`src/rtl/lsu_pkg.sv`:
```
// ============================================================================
// Module : lsu_pkg
// Brief  : Shared size encodings, FSM state type and alignment helper for the LSU.
// Rev    : 1.0
// ============================================================================
`default_nettype none

package lsu_pkg;

    localparam logic [1:0] SZ_BYTE = 2'b00;
    localparam logic [1:0] SZ_HALF = 2'b01;
    localparam logic [1:0] SZ_WORD = 2'b10;
    localparam logic [1:0] SZ_RSVD = 2'b11;

    typedef enum logic [2:0] {
        ST_IDLE   = 3'd0,
        ST_LOAD   = 3'd1,
        ST_RMW_RD = 3'd2,
        ST_WRITE  = 3'd3,
        ST_RESP   = 3'd4
    } state_e;

    function automatic logic is_misaligned(input logic [1:0] size, input logic [1:0] lane);
        case (size)
            SZ_HALF: return lane[0];
            SZ_WORD: return (lane != 2'b00);
            default: return 1'b0;
        endcase
    endfunction

endpackage

`default_nettype wire

```
`src/rtl/lsu_lane_mux.sv`:
```
// ============================================================================
// Module : lsu_lane_mux
// Brief  : Little-endian lane extraction with sign/zero extension, and lane merge.
// Rev    : 1.0
// ============================================================================
`default_nettype none

module lsu_lane_mux
    import lsu_pkg::*;
(
    input  logic [31:0] rd_word_i,
    input  logic [1:0]  lane_i,
    input  logic [1:0]  size_i,
    input  logic        signed_i,
    input  logic [31:0] old_word_i,
    input  logic [31:0] new_data_i,
    output logic [31:0] ext_o,
    output logic [31:0] merged_o
);

    logic [7:0]  w_byte;
    logic [15:0] w_half;

    always_comb begin
        case (lane_i)
            2'd0:    w_byte = rd_word_i[7:0];
            2'd1:    w_byte = rd_word_i[15:8];
            2'd2:    w_byte = rd_word_i[23:16];
            default: w_byte = rd_word_i[31:24];
        endcase
        w_half = lane_i[1] ? rd_word_i[31:16] : rd_word_i[15:0];

        case (size_i)
            SZ_BYTE: ext_o = {{24{signed_i & w_byte[7]}}, w_byte};
            SZ_HALF: ext_o = {{16{signed_i & w_half[15]}}, w_half};
            default: ext_o = rd_word_i;
        endcase

        merged_o = old_word_i;
        case (size_i)
            SZ_BYTE: begin
                case (lane_i)
                    2'd0:    merged_o[7:0]   = new_data_i[7:0];
                    2'd1:    merged_o[15:8]  = new_data_i[7:0];
                    2'd2:    merged_o[23:16] = new_data_i[7:0];
                    default: merged_o[31:24] = new_data_i[7:0];
                endcase
            end
            SZ_HALF: begin
                if (lane_i[1]) merged_o[31:16] = new_data_i[15:0];
                else           merged_o[15:0]  = new_data_i[15:0];
            end
            default: merged_o = new_data_i;
        endcase
    end

endmodule

`default_nettype wire

```
`src/rtl/load_store_unit.sv`:
```
// ============================================================================
// Module : load_store_unit
// Brief  : Byte/half/word load-store front end for a word-only memory (RMW stores).
// Rev    : 1.0
// ============================================================================
`default_nettype none

module load_store_unit
    import lsu_pkg::*;
#(
    parameter int unsigned MEM_WORDS = 64
) (
    input  logic        clk,
    input  logic        rst_n,
    input  logic        req_valid,
    output logic        req_ready,
    input  logic        req_we,
    input  logic [1:0]  req_size,
    input  logic        req_signed,
    input  logic [31:0] req_addr,
    input  logic [31:0] req_wdata,
    output logic        rsp_valid,
    input  logic        rsp_ready,
    output logic [31:0] rsp_rdata,
    output logic        rsp_err,
    output logic        mem_we,
    output logic [31:0] mem_addr,
    output logic [31:0] mem_wd,
    input  logic [31:0] mem_rd
);

    state_e      state_q,  state_d;
    logic        we_q,     we_d;
    logic [1:0]  size_q,   size_d;
    logic        signed_q, signed_d;
    logic [31:0] addr_q,   addr_d;
    logic [31:0] wdata_q,  wdata_d;
    logic [31:0] merge_q,  merge_d;
    logic [31:0] rdata_q,  rdata_d;
    logic        err_q,    err_d;

    logic [31:0] w_ext;
    logic [31:0] w_merged;
    logic        w_err;

    lsu_lane_mux u_lane_mux (
        .rd_word_i  (mem_rd),
        .lane_i     (addr_q[1:0]),
        .size_i     (size_q),
        .signed_i   (signed_q),
        .old_word_i (merge_q),
        .new_data_i (wdata_q),
        .ext_o      (w_ext),
        .merged_o   (w_merged)
    );

    assign w_err = (req_size == SZ_RSVD)
                 | is_misaligned(req_size, req_addr[1:0])
                 | ({2'b00, req_addr[31:2]} >= 32'(MEM_WORDS));

    always_ff @(posedge clk) begin
        if (!rst_n) begin
            state_q  <= ST_IDLE;
            we_q     <= 1'b0;
            size_q   <= 2'b00;
            signed_q <= 1'b0;
            addr_q   <= 32'h0;
            wdata_q  <= 32'h0;
            merge_q  <= 32'h0;
            rdata_q  <= 32'h0;
            err_q    <= 1'b0;
        end else begin
            state_q  <= state_d;
            we_q     <= we_d;
            size_q   <= size_d;
            signed_q <= signed_d;
            addr_q   <= addr_d;
            wdata_q  <= wdata_d;
            merge_q  <= merge_d;
            rdata_q  <= rdata_d;
            err_q    <= err_d;
        end
    end

    always_comb begin
        state_d  = state_q;
        we_d     = we_q;
        size_d   = size_q;
        signed_d = signed_q;
        addr_d   = addr_q;
        wdata_d  = wdata_q;
        merge_d  = merge_q;
        rdata_d  = rdata_q;
        err_d    = err_q;

        case (state_q)
            ST_IDLE: begin
                if (req_valid) begin
                    we_d     = req_we;
                    size_d   = req_size;
                    signed_d = req_signed;
                    addr_d   = req_addr;
                    wdata_d  = req_wdata;
                    rdata_d  = 32'h0;
                    err_d    = w_err;
                    if (w_err)                 state_d = ST_RESP;
                    else if (!req_we)          state_d = ST_LOAD;
                    else if (req_size == SZ_WORD) state_d = ST_WRITE;
                    else                       state_d = ST_RMW_RD;
                end
            end
            ST_LOAD: begin
                rdata_d = w_ext;
                state_d = ST_RESP;
            end
            ST_RMW_RD: begin
                merge_d = mem_rd;
                state_d = ST_WRITE;
            end
            ST_WRITE: state_d = ST_RESP;
            ST_RESP: begin
                if (rsp_ready) state_d = ST_IDLE;
            end
            default: state_d = ST_IDLE;
        endcase
    end

    // Gating with rst_n keeps a reset edge from ever committing a write.
    assign mem_we    = rst_n && (state_q == ST_WRITE);
    assign mem_addr  = (state_q == ST_IDLE) ? 32'h0 : {2'b00, addr_q[31:2]};
    assign mem_wd    = (state_q != ST_WRITE) ? 32'h0 :
                       (size_q == SZ_WORD)   ? wdata_q : w_merged;
    assign req_ready = (state_q == ST_IDLE);
    assign rsp_valid = (state_q == ST_RESP);
    assign rsp_rdata = rdata_q;
    assign rsp_err   = err_q;

endmodule

`default_nettype wire

```
`config.mk`:
```
export PLATFORM = sky130hd
export DESIGN_NAME = load_store_unit
export DESIGN_NICKNAME = d
export VERILOG_FILES = /design/src/rtl/lsu_pkg.sv /design/src/rtl/lsu_lane_mux.sv /design/src/rtl/load_store_unit.sv
export SDC_FILE = /design/constraint.sdc
export NUM_CORES = 1
export LEC_CHECK = 0
export CORE_MARGIN = 8
export CORE_UTILIZATION = 48
export CTS_CLUSTER_SIZE = 28
export DETAILED_ROUTE_END_ITERATION = 12
export GPL_TIMING_DRIVEN = 0
export PLACE_DENSITY = 0.78
export SLEW_MARGIN = 20
export SYNTH_ARGS = -nofsm -noshare
export SYNTH_HDL_FRONTEND = slang
export SYNTH_HIERARCHICAL = 1
export SYNTH_SLANG_ARGS = --single-unit
```
`constraint.sdc`:
```
create_clock -name clk -period 2.1 [get_ports clk]
set_clock_uncertainty 0.1 [all_clocks]
set_input_delay 0.21 -clock clk [delete_from_list [all_inputs] [get_ports clk]]
set_output_delay 0.21 -clock clk [all_outputs]
set_load 0.1 [all_outputs]
```
[After elaboration in Yosys (flattened, before gate mapping)]
Index checks and enable logic that the tools add are counted.
Storage, ports and cells
  flip-flop bits (word level): 135
  bits of input ports: 104
  logic and storage cells: 60
Operators by class
  $lt $le $gt $ge: 1
  equal/unequal tests: 14
  muxes and demuxes: 22
  bitwise operators: 4
  reduce and logical (&&, ||, !) cells: 11
Operator list (count)
  32-bit one-hot mux with 2 select lines: 3
  32-bit 2-to-1 mux: 3
  16-bit 2-to-1 mux: 3
  8-bit 2-to-1 mux: 4
  30-bit by 7-bit >= comparator with 1-bit output (second input constant): 1
  30-bit 2-to-1 mux: 1
  8-bit one-hot mux with 3 select lines: 1
  3-bit one-hot mux with 4 select lines: 1
  3-bit 2-to-1 mux: 3
  2-bit equality test (second input constant): 4
  2-bit by 1-bit equality test with 1-bit output (second input constant): 3
  3-bit by 2-bit equality test with 1-bit output (second input constant): 2
  2-bit AND reduction: 3
  2-bit zero test: 2
  2-bit nonzero test: 2
  3-bit by 1-bit equality test with 1-bit output (second input constant): 1
  3-bit equality test (second input constant): 1
  3-bit zero test: 1
  3-bit by 2-bit inequality test with 1-bit output (second input constant): 1
  3-bit OR reduction: 1
  1-bit bitwise AND: 2
  2-bit 2-to-1 mux: 1
  2-bit by 1-bit inequality test with 1-bit output (second input constant): 1
  2-bit inequality test (second input constant): 1
  other kinds (5): 6

[Depth between registers and ports, before layout]
Gate-level depths: netlist of run 1.
  depth after elaboration: 7
  mapped depth: 9
  depth with buffers taken out: 6

[By module]
Netlist of run 1, hierarchy kept.
By module, submodules not included
  load_store_unit: times used 1, cells an instance 762, area each 5555.3 um^2
  lsu_lane_mux: times used 1, cells an instance 239, area each 1520.2 um^2

[Least setup slack after synthesis of run 1]
OpenSTA, ideal clock, no wires.
  path type: register to output
  from: register addr_q[0]
  to: output port mem_wd[10]
  data arrival time: 2963 ps
  required time: 1790 ps
  path slack: -1173 ps
  cell stages (with the launch flop): 8
  buffers on the path: 1
  path through: dfxtp_1 buf_4 or3b_2 nor2_1 a22oi_1 nand2_1 nand2_1 a21oi_1
Between the ends
  word-level cells in the longest chain between the ends: 5
Ends and longest elaborated chain
  from (decl): RTL line load_store_unit.sv:36  | logic [31:0] addr_q, addr_d;
  from (signal assigned): RTL line load_store_unit.sv:77  | addr_q <= addr_d;
  2-bit by 1-bit equality test with 1-bit output: RTL line lsu_lane_mux.sv:42  | case (lane_i)
  8-bit 2-to-1 mux: RTL line lsu_lane_mux.sv:42
  32-bit one-hot mux with 2 select lines: RTL line lsu_lane_mux.sv:40  | case (size_i)
  named net w_merged[10]: RTL line load_store_unit.sv:43  | logic [31:0] w_merged;
  32-bit 2-to-1 mux: RTL line load_store_unit.sv:132  | (size_q == SZ_WORD) ? wdata_q : w_merged;
  32-bit 2-to-1 mux: RTL line load_store_unit.sv:131  | assign mem_wd = (state_q != ST_WRITE) ? 32'h0 :
  to (decl): RTL line load_store_unit.sv:28  | output logic [31:0] mem_wd,
The timed path passes the listed nets, and every way through them passes these cells.

[Final worst setup path of run 1]
  from: register addr_q[1]
  to: output port mem_wd[29]
Between the ends
  word-level cells in the longest chain between the ends: 6
Ends and longest elaborated chain (RTL line)
  2-bit by 1-bit equality test with 1-bit output (tied with other cells): lsu_lane_mux.sv:42
  3-bit OR reduction (no source line)
  8-bit 2-to-1 mux: lsu_lane_mux.sv:42
  32-bit one-hot mux with 2 select lines *: lsu_lane_mux.sv:40
  named net w_merged[29]: load_store_unit.sv:43
  32-bit 2-to-1 mux *: load_store_unit.sv:132
  32-bit 2-to-1 mux *: load_store_unit.sv:131
The timed path passes the listed nets; every way through them passes the cells marked *.

==> results of run 1 <==
per-stage QoR:
| stage | setup TNS, ps | worst slack, ps | hold WS [ps] | std cells |
|---|---|---|---|---|
| floorplan | -6040 | -258 | 238 | 1002 |
| global placement | -45300 | -1090 | 337 | 1387 |
| detailed placement | -46400 | -1100 | 342 | 1387 |
| CTS | -6110 | -277 | 211 | 1430 |
| global route | -8630 | -345 | 228 | 1448 |
| finish | -7120 | -326 | 222 | 1448 |
final timing paths:
| check | end | slack (ps) | cells past startpoint |
|---|---|---|---|
| worst max-delay path | mem_wd[29] | -330 | 8 |
| worst min-delay path | wdata_q[11] | 220 | 3 |
| worst max register to register | rsp_rdata[29] | 50 | 9 |
| worst min register to register | addr_q[4] | 350 | 2 |
sequential cells by signal, indices dropped and copies added (netlist names):
signal and flops:
addr_q 32, merge_q 32, rsp_err 1, rsp_rdata 32, signed_q 1, size_q 2, state_q 3, wdata_q 32
cell families after synthesis:
| logic type | count (synthesis) | share of synthesized area, % |
|---|---|---|
| fa+ha+maj | 3 | 0.531 |
| simple gates | 507 | 30.6 |
| other cells | 1 | 0.0530 |
| compound gates | 229 | 19.5 |
| mux | 38 | 5.39 |
| buf+inv | 88 | 5.75 |
| flops | 135 | 38.2 |
routing by layer:
metal	vias up	track usage, %	routed length [um]
met5	-	0	0
met4	0	10.8	958
met3	99	9.26	3200
met2	487	47.1	13800
met1	3954	33.3	10700
li1	3856	-	-
synthesized netlist by cell type (2+ instances only):
cell      count
nand3_1      33
and2_1        3
nor2_1       10
or2_2         2
buf_4         7
a221o_1      13
a21oi_1     172
dfxtp_1     135
nand2_1     400
a21o_1        2
buf_2        21
nor3_1        2
a22o_1        6
o221ai_1     16
a22oi_1       8
o21ai_0       4
mux2i_1      37
clkbuf_1     47
o41ai_2       2
nor4_1        2
nand2b_1      9
inv_1         4
nor2b_1      34
a31oi_1       3
or3b_2        2
buf_1         5
ha_1          3
nor4_2        3
final cells by class:
| type | count | share of cell area [%] |
|---|---|---|
| plain buffers | 78 | 5.34 |
| clock inverters | 10 | 0.833 |
| inverters | 6 | 0.307 |
| repair buffers | 234 | 22.1 |
| flip-flops and latches | 135 | 23.8 |
| clock buffers | 22 | 4.24 |
| well taps | 184 | 2.02 |
| multi-input cells | 779 | 41.4 |
power breakdown:
group          internal (uW)  switching (uW)
logic                    542             746
clock network           1750            1170
registers               2640            96.5
timing repair:
item,4_1_cts,5_1_grt
resized for setup,594,84
setup buffers,13,18
pin swaps,45,35
setup endpoints to repair,98,53
cloned,1,2
worst min-delay path, delay by kind of cell:
family,cells,cell delay [ps]
simple gates,1,50
compound gates,1,50
buf+inv,1,390
==> flow_metrics.tcl, run 1 <==
set metrics [dict create \
    dp_hpwl_um 19600 \
    critPathMaxFanout 8 \
    multi_input_area_sq_um 4720 \
    synth_top_area_share_pct 38.2 \
    syn_inst 1001 \
    postLayoutCellArea_sq_um 11400 \
    route.vias.total 8396 \
    placed_area_sq_um 9840 \
    rsz0062_at_grt "yes" \
    num_antenna_cells 0 \
    worst_ep_required_time_ps 1790 \
    final_cell_mix "369 x nand2_1, 134 x a21oi_1, 128 x dfxtp_1, 103 x clkdlybuf4s50_1, 43 x buf_4" \
    violations "setup timing" \
    fin_crit_sh_pct 116 \
    rows 44 \
    end_kind "output pin" \
    fp.dieH_um 137 \
    start_kind "register" \
    grt_use_total_pct 28.4 \
    report.final.slew_viol_count 0 \
    final_util_pct 78.8 \
    cpPeakStageDelay_ps 350 \
    cts_buffer_depth 2 \
    worstReg2RegStart "addr_q[1]" \
    crit_slowest_cell "dfxtp_4" \
    io_buffers 201 \
    worstHoldStart "req_wdata[11]" \
    hold_class "in2reg" \
    yosysTopAreaCell "dfxtp_1" \
    relSlewSlack_pct 32.8 \
    final-seq-area_sq_um 2720 \
    ant_nets 0 \
    cts_buffers 17 \
    die_area_sq_um 18900 \
    finalSetupViolCount 32 \
    clock_sinks 135 \
    power_density_nw_per_um2 609 \
    io_pins 204 \
    mostFrequentLayoutCell "nand2_1" \
    p_total_uw 6950 \
    layout.nets 1358 \
    synth-seq-area-share_pct 38.2 \
    initialDrtViolationCount 916 \
    yosys_warnings 6 \
    cts_max_level 4 \
    vdd_drop_max_v 0.000660 \
    grt_pass1_vias 8086 \
    first_pass_iters 7 \
    fmax_mhz 412 \
    gp_congestion 0.901 \
    synth_area_sq_um 7080 \
    root_buffer "clkbuf_16" \
    drt_wl_total_um 28700 \
    layout-drive-gt1-share_pct 24.6 \
    ys_ff_latch 135 \
    finalHoldViolations 0 \
    synth_edf_count 0 \
    die_w_um 137 \
    cpLargestDelayFamily "buffers and inverters" \
    hold_buffers 0 \
    syn_area_per_cell_sq_um 7.07 \
    layout_setup_ws_ps -326 \
    grt_pass1_wl_um 41600 \
    tightestPinTransition_ps 1010 \
    antenna_found_initial 0 \
    syn_to_final_growth_pct 61.3 \
    cts_tree "done" \
    start_util_pct 48.9 \
    crit_top_cell "buf_12" \
    grt_start_max_net_pins 17 \
    cap_violations 0 \
    synth_cell_types 44 \
    crit_type "reg2out" \
    cp_cell_sequence "buf_12 -> buf_8 -> buf_12 -> mux2i_4 -> o221ai_2 -> nand2_2 -> a21oi_4 -> buf_12" \
    vias_per_cell 5.80 \
    core_area_sq_um 14500 \
    cp_num_buf_inv 4 \
    final.min_clock_period_ps 2430 \
    fillCellCount 1022 \
    power.static_leakage_uw 0.00434 \
    path_clk_slew_ps 60 \
    critPathArrivalTime_ps 2120 \
    routedWlPerCell_um 19.8 \
    synth.area.top_cells "dfxtp_1 38%, nand2_1 21%, a21oi_1 12%" \
    synth_flop_cell "dfxtp_1" \
    overflow 0 \
    async_flop_share_pct 0 \
    status "finished, violations left" \
    clock_latency_ps 430 \
    crit_path_start "addr_q[1]" \
    drcViolationCount 0 \
]
Power figures use the tool's default switching activity.
==> run 2: changes to the inputs <==
--- a/config.mk
+++ b/config.mk
@@ -6,11 +6,12 @@
 export NUM_CORES = 1
 export LEC_CHECK = 0
 export CORE_MARGIN = 8
-export CORE_UTILIZATION = 48
+export CORE_UTILIZATION = 50
+export CTS_BUF_LIST = sky130_fd_sc_hd__clkbuf_4 sky130_fd_sc_hd__clkbuf_8
 export CTS_CLUSTER_SIZE = 28
 export DETAILED_ROUTE_END_ITERATION = 12
 export GPL_TIMING_DRIVEN = 0
-export PLACE_DENSITY = 0.78
+export PLACE_DENSITY = 0.81
 export SLEW_MARGIN = 20
 export SYNTH_ARGS = -nofsm -noshare
 export SYNTH_HDL_FRONTEND = slang
==> run 2 against run 1 <==
Final cell count shrank 1.5%. Critical path depth shrank 1. Via count shrank 2.8%. The run still ends with setup timing left. Clock power shrank 8.6%.
==> flow_metrics.tcl, run 2 (same netlist as run 1, synthesis figures left out) <==
set metrics [dict create \
    cts_buffer_depth 2 \
    rows 43 \
    r2r_setup_slack_ps 80 \
    initialDrtViolationCount 860 \
    layout-drive-gt1-share_pct 21.0 \
    num_antenna_cells 0 \
    layout_setup_ws_ps -341 \
    cp_num_buf_inv 1 \
    gp_congestion 0.905 \
    finalHoldViolations 0 \
    final.min_clock_period_ps 2440 \
    power.static_leakage_uw 0.00418 \
    antenna_found_initial 0 \
    grt_pass1_vias 7940 \
    cts_tree "done" \
    overflow 0 \
    p_total_uw 6600 \
    end_kind "output pin" \
    die_w_um 135 \
    final_cell_mix "384 x nand2_1, 138 x a21oi_1, 128 x dfxtp_1, 103 x clkdlybuf4s50_1, 36 x mux2i_1" \
    drt_wl_total_um 27100 \
    pwr-share-comb_pct 18.2 \
    fillCellCount 971 \
    mostFrequentLayoutCell "nand2_1" \
    grt_util_met2_pct 47.7 \
    clock_latency_ps 450 \
    vdd_drop_max_v 0.000517 \
    drcViolationCount 0 \
    syn_to_final_growth_pct 55.0 \
    grt_util_met1_pct 32.6 \
    violations "setup timing" \
    finalSetupViolCount 32 \
    die_area_sq_um 18200 \
    grt_start_max_net_pins 17 \
    cpLargestDelayFamily "simple AND/OR/NAND/NOR gates" \
    worst_ep_required_time_ps 1790 \
    power_density_nw_per_um2 602 \
    cts_max_level 4 \
    first_pass_iters 8 \
    vias_per_cell 5.72 \
    path_clk_slew_ps 80 \
    use_met3_pct 9.10 \
    root_buffer "clkbuf_8" \
    crit_slowest_cell "dfxtp_4" \
    io_pins 204 \
    grt_use_total_pct 28.4 \
    layout.nets 1340 \
    power.internal_uw 4700 \
    dp_hpwl_um 19400 \
    whs_ps 194 \
    crit_type "reg2out" \
    fin_crit_sh_pct 116 \
    p_sw_uw 1900 \
    start_util_pct 51.0 \
    critPathMaxFanout 8 \
    cpPeakStageDelay_ps 410 \
    p_clk_share_pct 40.5 \
    status "finished, violations left" \
    route.vias.total 8161 \
    clock_sinks 135 \
    grt_pass1_wl_um 41000 \
    cts_buffers 17 \
    rsz0062_at_grt "yes" \
    cap_violations 0 \
    start_kind "register" \
    swShare_pct 28.8 \
    tightestPinTransition_ps 1020 \
    report.final.slew_viol_count 0 \
    cp_cell_sequence "or3b_4 -> nor2_4 -> a22oi_1 -> nand2_1 -> nand2_2 -> a21oi_4 -> buf_12" \
    critPathArrivalTime_ps 2130 \
    io_buffers 201 \
    routedWlPerCell_um 19.0 \
    hold_class "in2reg" \
    ant_nets 0 \
    relSlewSlack_pct 32.5 \
    core_area_sq_um 13900 \
    top_usage_layer "met2" \
    fp.dieH_um 135 \
    fmax_mhz 410 \
    pwr-share-seq_pct 41.4 \
]
## run 2: cell count changes in the layout (fill, tap and decap cells not counted), moves of 5 or more
cell	delta
clkbuf_16	-18
clkbuf_8	+15
nand2_1	+15
clkbuf_4	-13
nand2_2	-12
buf_4	-9
buf_6	+6
bufinv_16	+5
## run 2: path summary, 6_finish.rpt
path                 start  depth (start not counted)       endpoint
max              addr_q[0]                          7      mem_wd[9]
min          req_wdata[11]                          3    wdata_q[11]
max reg2reg      size_q[1]                          8  rsp_rdata[29]
min reg2reg     addr_q[12]                          2     addr_q[12]
## run 2: area by class of cell
cell class,instances,area [sq um],share of cell area (%)
multi-input cells,779,4580,41.7
flip-flops and latches,135,2720,24.8
repair buffers,218,2370,21.6
plain buffers,76,548,5.00
clock buffers,18,248,2.26
clock inverters,14,244,2.23
well taps,180,225,2.05
inverters,6,27.5,0.251
## run 2: per-stage QoR
step | std cells | setup slack, ps | utilization (%) | cell area, sq um | TNS [ps]
after floorplan | 1002 | -258 | - | 7600 | -6040
after global placement | 1383 | -1110 | 70.9 | 9840 | -45410
after detailed placement | 1383 | -1110 | 70.9 | 9840 | -47010
after CTS | 1420 | -314 | 77.5 | 10800 | -7810
after global routing | 1426 | -402 | 79.0 | 11000 | -9450
final | 1426 | -341 | 79.0 | 11000 | -7070
## run 2: power by group through the flow
stage,combinational [uW],sequential [uW],clock (uW)
final,1200,2730,2670
after global routing,1270,2740,2800
after CTS,1150,2720,2680
after detailed placement,1100,2780,0
after global placement,1090,2780,0
after floorplan,673,2760,0
## run 2: metal layers
| metal | up-vias | part of all wire (%) |
|---|---|---|
| met1 | 3851 | 39 |
| met5 | - | 0 |
| met3 | 77 | 10 |
| met2 | 415 | 48 |
| li1 | 3818 | - |
| met4 | 0 | 2.9 |
## run 2: worst register-to-register path, stage by stage (launching register included)
cell	delay (ps)
dfxtp_4	390
buf_4	140
nand2b_1	250
or3b_2	500
o41a_4	150
buf_6	160
nand2_1	60
nand2_1	60
a21oi_1	140
## run 2: what timing repair did
action | in CTS | in global routing
hold buffers | 0 | 0
setup buffers | 9 | 8
setup endpoints to repair | 98 | 83
pin swaps | 28 | 23
resized for setup | 561 | 67
